[config.mk]
export PLATFORM = sky130hd
export DESIGN_NAME = spi_slave_if
export DESIGN_NICKNAME = d
export VERILOG_FILES = /design/src/rtl/spi_ram_pkg.sv /design/src/rtl/spi_tx_serializer.sv /design/src/rtl/spi_slave_if.sv
export SDC_FILE = /design/constraint.sdc
export NUM_CORES = 1
export LEC_CHECK = 0
export BUFFER_PORTS_ARGS = -buffer_cell sky130_fd_sc_hd__buf_2
export CORE_MARGIN = 5
export CORE_UTILIZATION = 30
export DETAILED_ROUTE_END_ITERATION = 10
export GPL_TIMING_DRIVEN = 0
export SETUP_SLACK_MARGIN = 0.5
export SYNTH_ARGS = -nofsm -noshare
export SYNTH_HDL_FRONTEND = slang
export SYNTH_SLANG_ARGS = --single-unit
[constraint.sdc]
create_clock -name clk -period 2.7 [get_ports clk]
set_input_delay 0.405 -clock clk [delete_from_list [all_inputs] [get_ports clk]]
set_output_delay 0.405 -clock clk [all_outputs]
set_load 0.02 [all_outputs]
[src/rtl/spi_ram_pkg.sv]
// Shared types and constants for the SPI front end of the command RAM.
package spi_ram_pkg;

  localparam int unsigned ADDR_SIZE_DEF = 8;
  localparam int unsigned RX_W_DEF      = ADDR_SIZE_DEF + 2;
  localparam int unsigned DATA_W_DEF    = 8;

  typedef enum logic [2:0] {
    IDLE,
    CHK_CMD,
    WRITE,
    READ_ADD,
    READ_DATA
  } state_t;

  localparam logic [1:0] OP_WR_ADDR = 2'b00;
  localparam logic [1:0] OP_WR_DATA = 2'b01;
  localparam logic [1:0] OP_RD_ADDR = 2'b10;
  localparam logic [1:0] OP_RD_DATA = 2'b11;

endpackage

[src/rtl/spi_tx_serializer.sv]
// Loads one RAM read word on tx_valid while armed and shifts it out MSB first on MISO.
module spi_tx_serializer #(
  parameter int unsigned DATA_W = 8
) (
  input  logic              clk,
  input  logic              rstn,
  input  logic              clear,
  input  logic              arm,
  input  logic              tx_valid,
  input  logic [DATA_W-1:0] tx_data,
  output logic              miso,
  output logic              done,
  output logic              last
);

  localparam int unsigned CW = $clog2(DATA_W);

  logic [DATA_W-2:0] tx_shift;
  logic [CW-1:0]     cnt;
  logic              busy;

  // Asserted on the edge that retires the final bit; clear (frame abort) overrides it.
  assign last = busy && (cnt == CW'(DATA_W-1)) && !clear;

  always_ff @(posedge clk or negedge rstn) begin
    if (!rstn) begin
      miso     <= 1'b0;
      tx_shift <= '0;
      cnt      <= '0;
      busy     <= 1'b0;
      done     <= 1'b0;
    end else if (clear) begin
      miso     <= 1'b0;
      tx_shift <= '0;
      cnt      <= '0;
      busy     <= 1'b0;
      done     <= 1'b0;
    end else if (busy) begin
      if (cnt == CW'(DATA_W-1)) begin
        miso <= 1'b0;
        busy <= 1'b0;
        done <= 1'b1;
      end else begin
        miso     <= tx_shift[DATA_W-2];
        tx_shift <= {tx_shift[DATA_W-3:0], 1'b0};
        cnt      <= cnt + 1'b1;
      end
    end else if (arm && tx_valid) begin
      miso     <= tx_data[DATA_W-1];
      tx_shift <= tx_data[DATA_W-2:0];
      cnt      <= '0;
      busy     <= 1'b1;
    end
  end

endmodule

[src/rtl/spi_slave_if.sv]
// SPI mode-0 slave: deserialises command words for the RAM and returns read data on MISO.
module spi_slave_if
  import spi_ram_pkg::*;
#(
  parameter int unsigned ADDR_SIZE = ADDR_SIZE_DEF,
  parameter int unsigned DATA_W    = DATA_W_DEF,
  localparam int unsigned RX_W     = ADDR_SIZE + 2
) (
  input  logic              clk,
  input  logic              rstn,
  input  logic              SS_n,
  input  logic              MOSI,
  output logic              MISO,
  output logic [RX_W-1:0]   rx_data,
  output logic              rx_valid,
  input  logic [DATA_W-1:0] tx_data,
  input  logic              tx_valid
);

  localparam int unsigned CNT_W = $clog2(RX_W + 1);

  state_t            state, next_state;
  logic [CNT_W-1:0]  bit_cnt;
  logic [RX_W-2:0]   rx_shift;
  logic              rd_addr_seen;
  logic              receiving, rx_active, rx_last;
  logic              tx_arm, tx_done, tx_last;

  // bit_cnt parks at RX_W once the word is captured, marking the hold/transmit phase.
  assign receiving = (state == WRITE || state == READ_ADD || state == READ_DATA) && !SS_n;
  assign rx_active = receiving && (bit_cnt != CNT_W'(RX_W));
  assign rx_last   = rx_active && (bit_cnt == CNT_W'(RX_W-1));
  assign tx_arm    = (state == READ_DATA) && !SS_n && (bit_cnt == CNT_W'(RX_W)) && !tx_done;

  always_ff @(posedge clk or negedge rstn) begin
    if (!rstn) state <= IDLE;
    else       state <= next_state;
  end

  always_comb begin
    next_state = state;
    case (state)
      IDLE:    if (!SS_n) next_state = CHK_CMD;
      CHK_CMD: begin
        if (SS_n)              next_state = IDLE;
        else if (!MOSI)        next_state = WRITE;
        else if (rd_addr_seen) next_state = READ_DATA;
        else                   next_state = READ_ADD;
      end
      WRITE, READ_ADD, READ_DATA: if (SS_n) next_state = IDLE;
      default: next_state = IDLE;
    endcase
  end

  always_ff @(posedge clk or negedge rstn) begin
    if (!rstn) begin
      bit_cnt      <= '0;
      rx_shift     <= '0;
      rx_data      <= '0;
      rx_valid     <= 1'b0;
      rd_addr_seen <= 1'b0;
    end else begin
      rx_valid <= 1'b0;
      if (rx_active) begin
        rx_shift <= {rx_shift[RX_W-3:0], MOSI};
        bit_cnt  <= bit_cnt + 1'b1;
      end else if (!receiving) begin
        bit_cnt <= '0;
      end
      if (rx_last) begin
        rx_data  <= {rx_shift, MOSI};
        rx_valid <= 1'b1;
        if (state == READ_ADD) rd_addr_seen <= 1'b1;
      end
      if (tx_last) rd_addr_seen <= 1'b0;
    end
  end

  spi_tx_serializer #(
    .DATA_W (DATA_W)
  ) u_tx (
    .clk      (clk),
    .rstn     (rstn),
    .clear    (SS_n),
    .arm      (tx_arm),
    .tx_valid (tx_valid),
    .tx_data  (tx_data),
    .miso     (MISO),
    .done     (tx_done),
    .last     (tx_last)
  );

endmodule

## Word-level counts from Yosys, hierarchy flattened

Cells that the tools add are included.

- Output and inout port bits: 12
- Input bits: 13
- Register bits: 41

- Reduce and logical (&&, ||, !) cells: 24
- Add/subtract/negate cells: 2
- Equal/unequal tests: 12
- Mux-type cells: 31

Operators with widths:

| kind | count |
|---|---|
| 7-bit 2-to-1 mux | 4 |
| 3-bit 2-to-1 mux | 9 |
| 1-bit 2-to-1 mux | 15 |
| 1-bit logical AND | 9 |
| 3-bit case mux with 3 select lines | 1 |
| 4-bit equality test, second input constant | 2 |
| 4-bit 2-to-1 mux | 2 |
| 2-bit AND reduction | 4 |
| 2-bit nonzero test | 4 |
| 3-bit by 2-bit equality test with 1-bit output, second input constant | 2 |
| 3-bit equality test, second input constant | 2 |
| 4-bit by 1-bit adder with 4-bit output, second input constant | 1 |
| 2-bit != test, second input constant | 2 |
| 4-bit != test, second input constant | 1 |
| 3-bit by 1-bit adder with 3-bit output, second input constant | 1 |
| 3-bit by 1-bit equality test with 1-bit output, second input constant | 1 |
| 3-bit zero test | 1 |
| 3-bit != test, second input constant | 1 |
| 3-bit nonzero test | 1 |
| 3-bit OR reduction | 1 |
| 1-bit zero test | 2 |
| 1-bit logical OR | 2 |
| 2-bit by 1-bit != test with 1-bit output, second input constant | 1 |

## Logic depth before layout (Yosys ltp)

Gate-level depths: netlist (run 1).

- Depth in word-level cells: 8
- Depth in mapped cells: 8
- Depth with buffers taken out: 6

## Cells and area by module

From an unflattened synthesis (run 1), not the netlist that was laid out.

- Cell total of the unflattened synthesis: 141
- Area, all modules: 1924.3 um2

Modules (own cells, without submodules):

| module | cells each | seq. area each (um2) | area each (um2) | times used |
|---|---|---|---|---|
| spi_slave_if | 84 | 700.7 | 1221.2 | 1 |
| spi_tx_serializer | 57 | 325.3 | 703.2 | 1 |

## Worst setup path after synthesis (run 1)

No wires, ideal clock.

- Path type: register to register
- Start point: register bit_cnt[0]
- End point: register rx_data[2]
- Data arrival time: 1790 ps
- Clock period less this slack: 1915 ps
- Buffers on the path: 1
- Cell stages (with the launch flop): 7
- Data required time: 2575 ps
- Path slack: 785 ps
- Cells stage by stage: dfrtp_1 inv_1 ha_1 or4bb_1 nor2_1 buf_4 mux2_2

- Word-level cells in the longest chain between the ends: 3
- Elaborated cells on any way between the ends: 4
- Classes of those cells: 2 x eq/ne; 2 x reduce/logical

Ends and longest elaborated chain:

| what | RTL line | RTL |
|---|---|---|
| start: declaration | spi_slave_if.sv:23 | `logic [CNT_W-1:0] bit_cnt;` |
| start signal: assignment | spi_slave_if.sv:66 | `bit_cnt <= bit_cnt + 1'b1;` |
| 4-bit != test | spi_slave_if.sv:31 | `assign rx_active = receiving && (bit_cnt != CNT_W'(RX_W));` |
| 1-bit logical AND | spi_slave_if.sv:31 |  |
| 1-bit logical AND * | spi_slave_if.sv:32 | `assign rx_last = rx_active && (bit_cnt == CNT_W'(RX_W-1));` |
| named net rx_last | spi_slave_if.sv:26 | `logic receiving, rx_active, rx_last;` |
| end signal: assignment | spi_slave_if.sv:71 | `rx_data <= {rx_shift, MOSI};` |
| end: declaration | spi_slave_if.sv:14 | `output logic [RX_W-1:0] rx_data,` |

Mark *: on every way through the listed nets, which the timed path passes. The rest lies on a longest branch.
A chain may end at the register's enable or synchronous reset.

## Worst setup path after layout (run 1)

- Start point: register bit_cnt[0]
- End point: register u_tx.tx_shift[4]

- Word-level cells in the longest chain between the ends: 6

Ends and longest elaborated chain:

| what | RTL line | RTL |
|---|---|---|
| 4-bit equality test | spi_slave_if.sv:33 | `assign tx_arm = (state == READ_DATA) && !SS_n && (bit_cnt == CNT_W'(RX_W)) && !tx_done;` |
| 1-bit logical AND (2 in series) | spi_slave_if.sv:33 |  |
| 1-bit logical AND | spi_tx_serializer.sv:48 | `end else if (arm && tx_valid) begin` |
| 3-bit nonzero test (no source line) | n/a |  |
| 2-bit AND reduction (no source line) | n/a |  |
| end signal: assignment | spi_tx_serializer.sv:45 | `tx_shift <= {tx_shift[DATA_W-3:0], 1'b0};` |
| end signal: assignment | spi_tx_serializer.sv:50 | `tx_shift <= tx_data[DATA_W-2:0];` |
| end: declaration | spi_tx_serializer.sv:18 | `logic [DATA_W-2:0] tx_shift;` |

No other way between the ends.

==> out/metrics.csv, run 1 <==
stage;metric;value;unit
detailed_routing;final wirelength;3.50;mm
detailed_routing;DRC;0;
timing;RSZ-0062 raised after global routing;no;
cts;Resized cells post-CTS;0;
logic_synthesis;syn_area_per_cell;12.8;um^2
placement;PortBufs;24;
worst_setup_path;Req. time, crit path;2.87;ns
worst_setup_path;CP bufs+invs;3;
global_routing;initial antenna violation count;0;
timing;slack of the critical path;0.637;ns
worst_setup_path;largest fanout on the critical path;9;
cts;Sink Count;41;
detailed_routing;initial drt markers;59;
logic_synthesis;ys flop type;dfrtp_1;
worst_setup_path;critical path's top delay family;flip-flops;
cts;later-pin clock latency in the skew report;0.29;ns
cts;clock buffer depth;2;
cells_and_area;Antenna Cells;0;
global_routing;GRT Overall Usage;10.0;%
timing;setup TNS;0;ns
global_routing;GRT overflow;0;
global_routing;largest net degree at the start of global routing;42;
logic_synthesis;Async S/R FF share, synth;100;%
logic_synthesis;FF+latch count, synth;41;
min_path;worst hold path type;primary input to asynchronous set/reset pin;
timing;clock skew;0.00957;ns
job;max-cap violations;0;
logic_synthesis;Mapped Area;1890;um^2
floorplan;Core ar.;6240;um^2
worst_setup_path;slowest stage cell, crit path;dfrtp_1;
logic_synthesis;number of synthesized flops with an enable pin;0;
placement;detailed-placement wirelength estimate;2.38;mm
worst_setup_path;max incr delay on CP;0.41;ns
cells_and_area;fin util;35.6;%
logic_synthesis;Synth Instances;148;
cts;# hold bufs at CTS;0;
cells_and_area;most frequent cells in the layout;dfrtp_1, buf_2, mux2_2;
timing;final hold vios;0;
cells_and_area;synthesis-to-layout area growth;17.7;%
cells_and_area;Final nets;197;
power_and_ir_drop;pwr/cell area;609;nW/um^2
logic_synthesis;Synth cell types;36;
timing;final setup vio count;0;
timing;Final period util;76.4;%
timing;Tightest Pin Transition;0.930;ns
floorplan;I/O pin cnt;25;
power_and_ir_drop;Leak Pwr;1.06;nW
floorplan;FP Rows;29;
placement;RePlAce Congestion;0.732;
cells_and_area;final instance area;2220;um^2
cts;TritonCTS Buffers;5;
logic_synthesis;syn_nets;166;
timing;Rel. slew slack;38.0;%
power_and_ir_drop;Peak supply drop;0.387;mV
worst_setup_path;Crit. End Element;flop;
cts;clk slew on worst S/H paths;0.08;ns
cts;CTS Root Buffer Type;clkbuf_8;
cells_and_area;commonest non-fill, non-tap cell in the layout;dfrtp_1;
worst_setup_path;crit path DAT;2.23;ns
floorplan;Initial Utilization;30.3;%
timing;Final Max Tran Viols;0;
floorplan;Die Area;7990;um^2
detailed_routing;Initial DRT Pass Iterations;4;
cts;CTS tree;built;
worst_setup_path;critical path class;flop to flop;
worst_setup_path;CP most frequent cell;buf_6;
detailed_routing;number of nets with antenna violations after routing;0;
global_routing;vias in the first global route;1293;
cts;Setup Buffers After CTS;0;
timing;hold slack;0.245;ns
status;status;finished clean;
detailed_routing;via count;1210;
cells_and_area;ratio of cells with drive above 1 in the final layout;35.6;%
worst_setup_path;Cell Chain, Critical Path;inv_1 -> ha_1 -> and3b_1 -> buf_6 -> and4_4 -> o31a_1 -> buf_6 -> mux2_4;
timing;Final Critical Period;2.06;ns
floorplan;width of the die;89.4;um
floorplan;Chip Height;89.4;um
detailed_routing;Vias/cell;4.71;
logic_synthesis;Seq/Total Area, Yosys;54.3;%
worst_setup_path;startpoint types;flop;
global_routing;first-pass GRT wire length;6.15;mm
placement;pre-CTS WS;0.557;ns
logic_synthesis;yosys warns;0;
cells_and_area;# fillers;630;
placement;area of placed instances;2110;um^2
cts;H-tree levels;2;
timing;fmax;485;MHz
detailed_routing;post-DR wirelength/cell;13.6;um
cells by family after synthesis:
group / share of synthesized area, %
buf+inv: 4.04
xor+xnor: 1.39
simple gates: 11.7
compound gates: 5.43
mux: 19.8
fa+ha+maj: 3.31
flops: 54.3
state kept, by name, indices dropped and copies added, names as in the netlist, 3 cells and up:
name           flops
u_tx.cnt           3
rx_shift           9
state              3
bit_cnt            4
rx_data           10
u_tx.tx_shift      7
layout make-up:
type	count	area (um^2)	share of cell area, %
sequential	41	1030	46.1
multi-input combinational	92	790	35.5
buffer	7	50.0	2.25
clock inverter	2	38.8	1.74
timing repair buffer	24	120	5.40
tap	77	96.3	4.33
inverter	8	30.0	1.35
clock buffer	6	72.6	3.26
metrics by stage:
stage                     power, mW  instances
after floorplan               0.827        148
after global placement        0.875        249
after detailed placement      0.879        249
after CTS                      1.38        257
after global routing           1.43        257
final                          1.36        257
layer usage:
layer  share of wire, %  vias up  track usage [%]
met5                  0        -                0
met4                1.2        0             3.25
met3                4.2        5             2.95
met2                 48       21             16.5
met1                 47      604             12.6
li1                   -      580                -
cells in the mapped netlist (2+ instances only):
cell	n	area (um^2)
dfrtp_1	41	1030
mux2_2	18	203
nor2_1	13	48.8
inv_1	8	30.0
mux2i_1	7	70.1
mux2_4	6	90.1
nor3_1	6	30.0
ha_1	5	62.6
o21ai_0	5	25.0
nor2b_1	4	25.0
clkbuf_1	3	11.3
a211oi_1	2	15.0
a21oi_1	2	10.0
buf_6	2	22.5
nand3_1	2	10.0
nand3b_1	2	15.0
nand4b_1	2	17.5
xnor2_1	2	17.5
path summary, 6_finish.rpt:
check,slack (ns),startpoint,to,cells past startpoint
setup / recovery,0.64,bit_cnt[0]$_DFFE_PN0P_,u_tx.tx_shift[4]$_DFFE_PN0P_,8
hold / removal,0.25,rstn,u_tx.busy$_DFF_PN0_,1
setup reg to reg,0.64,bit_cnt[0]$_DFFE_PN0P_,u_tx.tx_shift[4]$_DFFE_PN0P_,8
hold reg to reg,0.49,u_tx.cnt[0]$_DFFE_PN0P_,u_tx.cnt[0]$_DFFE_PN0P_,1
max in group asynchronous,1.87,rstn,u_tx.tx_shift[3]$_DFFE_PN0P_,1
min in group clk,0.36,tx_data[0],u_tx.tx_shift[0]$_DFFE_PN0P_,3
where the power goes:
group / switching, mW / leakage, nW / internal, mW
Combinational: 0.0511 / 0.450 / 0.0782
Sequential: 0.0480 / 0.551 / 0.684
Clock: 0.216 / 0.0554 / 0.278
Note: power is estimated with default switching activity, not from simulation.
==> run 2, diff against run 1 <==
==> constraint.sdc (replaced) <==
create_clock -name clk -period 2.1 [get_ports clk]
set_input_delay 0.315 -clock clk [delete_from_list [all_inputs] [get_ports clk]]
set_output_delay 0.315 -clock clk [all_outputs]
set_load 0.02 [all_outputs]
==> out/metrics.csv, run 2 (synthesized netlist as in run 1, its figures left out) <==
stage;metric;value;unit
timing;hold slack;0.154;ns
cts;CTS Root Buffer Type;clkbuf_8;
worst_setup_path;startpoint types;flop;
cts;H-tree levels;2;
cells_and_area;max reg flops;10;
worst_setup_path;slowest stage cell, crit path;or4bb_4;
global_routing;GRT overflow;0;
worst_setup_path;Reg2Reg Depth;6;
floorplan;FP Rows;29;
power_and_ir_drop;Peak supply drop;0.454;mV
cells_and_area;commonest non-fill, non-tap cell in the layout;dfrtp_1;
job;max-cap violations;0;
worst_setup_path;critical path class;flop to flop;
power_and_ir_drop;Leak Pwr;1.19;nW
detailed_routing;Initial DRT Pass Iterations;4;
min_path;worst hold path type;primary input to asynchronous set/reset pin;
global_routing;initial antenna violation count;0;
detailed_routing;initial drt markers;55;
worst_setup_path;worst r2r src;bit_cnt[0]$_DFFE_PN0P_;
timing;Final Max Tran Viols;0;
floorplan;Core ar.;6240;um^2
cells_and_area;Top Registers;rx_data: 10 flops, rx_shift: 9 flops, u_tx.tx_shift: 7 flops;
timing;final setup vio count;0;
floorplan;I/O pin cnt;25;
cells_and_area;most flop-heavy register;rx_data;
detailed_routing;Vias/cell;4.64;
cts;CTS tree;built;
detailed_routing;post-DR wirelength/cell;14.4;um
detailed_routing;number of nets with antenna violations after routing;0;
worst_setup_path;Req. time, crit path;2.28;ns
floorplan;Chip Height;89.4;um
cells_and_area;synthesis-to-layout area growth;32.5;%
cells_and_area;ratio of cells with drive above 1 in the final layout;45.9;%
cells_and_area;# fillers;621;
detailed_routing;via count;1266;
global_routing;largest net degree at the start of global routing;42;
placement;PortBufs;24;
cts;Sink Count;41;
cells_and_area;Antenna Cells;0;
timing;fmax;519;MHz
placement;RePlAce Congestion;0.748;
timing;final hold vios;0;
worst_setup_path;Crit. End Element;flop;
cells_and_area;most frequent cells in the layout;dfrtp_1, buf_2, mux2_4;
worst_setup_path;max incr delay on CP;0.52;ns
timing;RSZ-0062 raised after global routing;yes;
cells_and_area;Final nets;213;
worst_setup_path;largest fanout on the critical path;5;
power_and_ir_drop;pwr/cell area;736;nW/um^2
placement;detailed-placement wirelength estimate;2.35;mm
timing;setup TNS;0;ns
global_routing;first-pass GRT wire length;6.17;mm
worst_setup_path;reg-to-reg slack, setup;0.17;ns
timing;Tightest Pin Transition;0.925;ns
floorplan;Die Area;7990;um^2
floorplan;width of the die;89.4;um
cts;clock buffer depth;2;
timing;clock skew;0.0101;ns
timing;Final Critical Period;1.93;ns
worst_setup_path;Crit. Startpoint;bit_cnt[0]$_DFFE_PN0P_;
cts;TritonCTS Buffers;5;
global_routing;vias in the first global route;1292;
status;status;finished clean;
worst_setup_path;crit path DAT;2.11;ns
cts;later-pin clock latency in the skew report;0.30;ns
worst_setup_path;R2R Path End;rx_data[4]$_DFFE_PN0P_;
timing;Rel. slew slack;38.4;%
global_routing;GRT Overall Usage;10.1;%
floorplan;Initial Utilization;30.3;%
timing;Final period util;91.8;%
cts;clk slew on worst S/H paths;0.09;ns
detailed_routing;final wirelength;3.92;mm
detailed_routing;DRC;0;
worst_setup_path;Cell Chain, Critical Path;inv_2 -> ha_4 -> or4bb_4 -> nor2_4 -> clkbuf_16 -> mux2_4;
run 2: changes by cell type in the layout (fill, tap and decap cells not counted), sizes merged:
cell,change
nor2,+1
buf,+14
clkbuf,+1
run 2: metal layers:
metal	GRT usage [%]	wire [um]
met5	0	0
met4	3.65	49
met3	2.76	134
met2	15.7	1920
met1	13.5	1820
run 2: final cells by class:
type                       count  area (um^2)  area share (%)
buffer                         7         55.1            2.20
timing repair buffer          39          273            10.9
multi-input combinational     93          910            36.3
sequential                    41         1030            41.1
clock inverter                 2         38.8            1.55
tap                           77         96.3            3.85
inverter                       8         30.0            1.20
clock buffer                   6         72.6            2.90
run 2: critical path: cells and delay by family, from the launching register on:
family | cells | cell delay (ns)
AND/OR/NAND/NOR | 2 | 0.70
flip-flops | 1 | 0.41
multiplexers | 1 | 0.29
buffers and inverters | 2 | 0.25
adder cells (fa/ha/maj) | 1 | 0.16
run 2: report_power, final:
group / internal [mW] / switching (mW)
clock: 0.357 / 0.280
sequential: 0.880 / 0.0811
combinational: 0.162 / 0.0824
run 2: metrics by stage:
step	power, mW	util (%)	setup slack, ns	cell area [um^2]	std cells
6_report	1.84	40.1	0.172	2500	273
3_3_place_gp	1.13	34.2	0.135	2140	249
4_1_cts	1.82	38.0	0.148	2370	267
5_1_grt	1.92	40.1	0.122	2500	273
3_5_place_dp	1.14	34.2	0.123	2140	249
2_1_floorplan	1.07	-	0.258	1920	148
run 2: worst max-delay path by stage:
stage                                         endpoint  slack, ns  depth (start not counted)
final                           rx_data[4]$_DFFE_PN0P_       0.17                          6
after CTS                 u_tx.tx_shift[1]$_DFFE_PN0P_       0.15                          8
after floorplan           u_tx.tx_shift[1]$_DFFE_PN0P_       0.26                          8
after detailed placement        rx_data[8]$_DFFE_PN0P_       0.12                          6
after global routing            rx_data[4]$_DFFE_PN0P_       0.12                          6
after global placement          rx_data[2]$_DFFE_PN0P_       0.13                          6
run 2: timing repair:
item | in CTS | in global routing
pin swaps | 5 | 7
endpoints found under the setup margin | 33 | 33
buffers inserted | 8 | 5
hold buffers | 0 | 0
hold endpoints to repair | 0 | 0
gates resized for setup | 17 | 19
cloned | 2 | 1
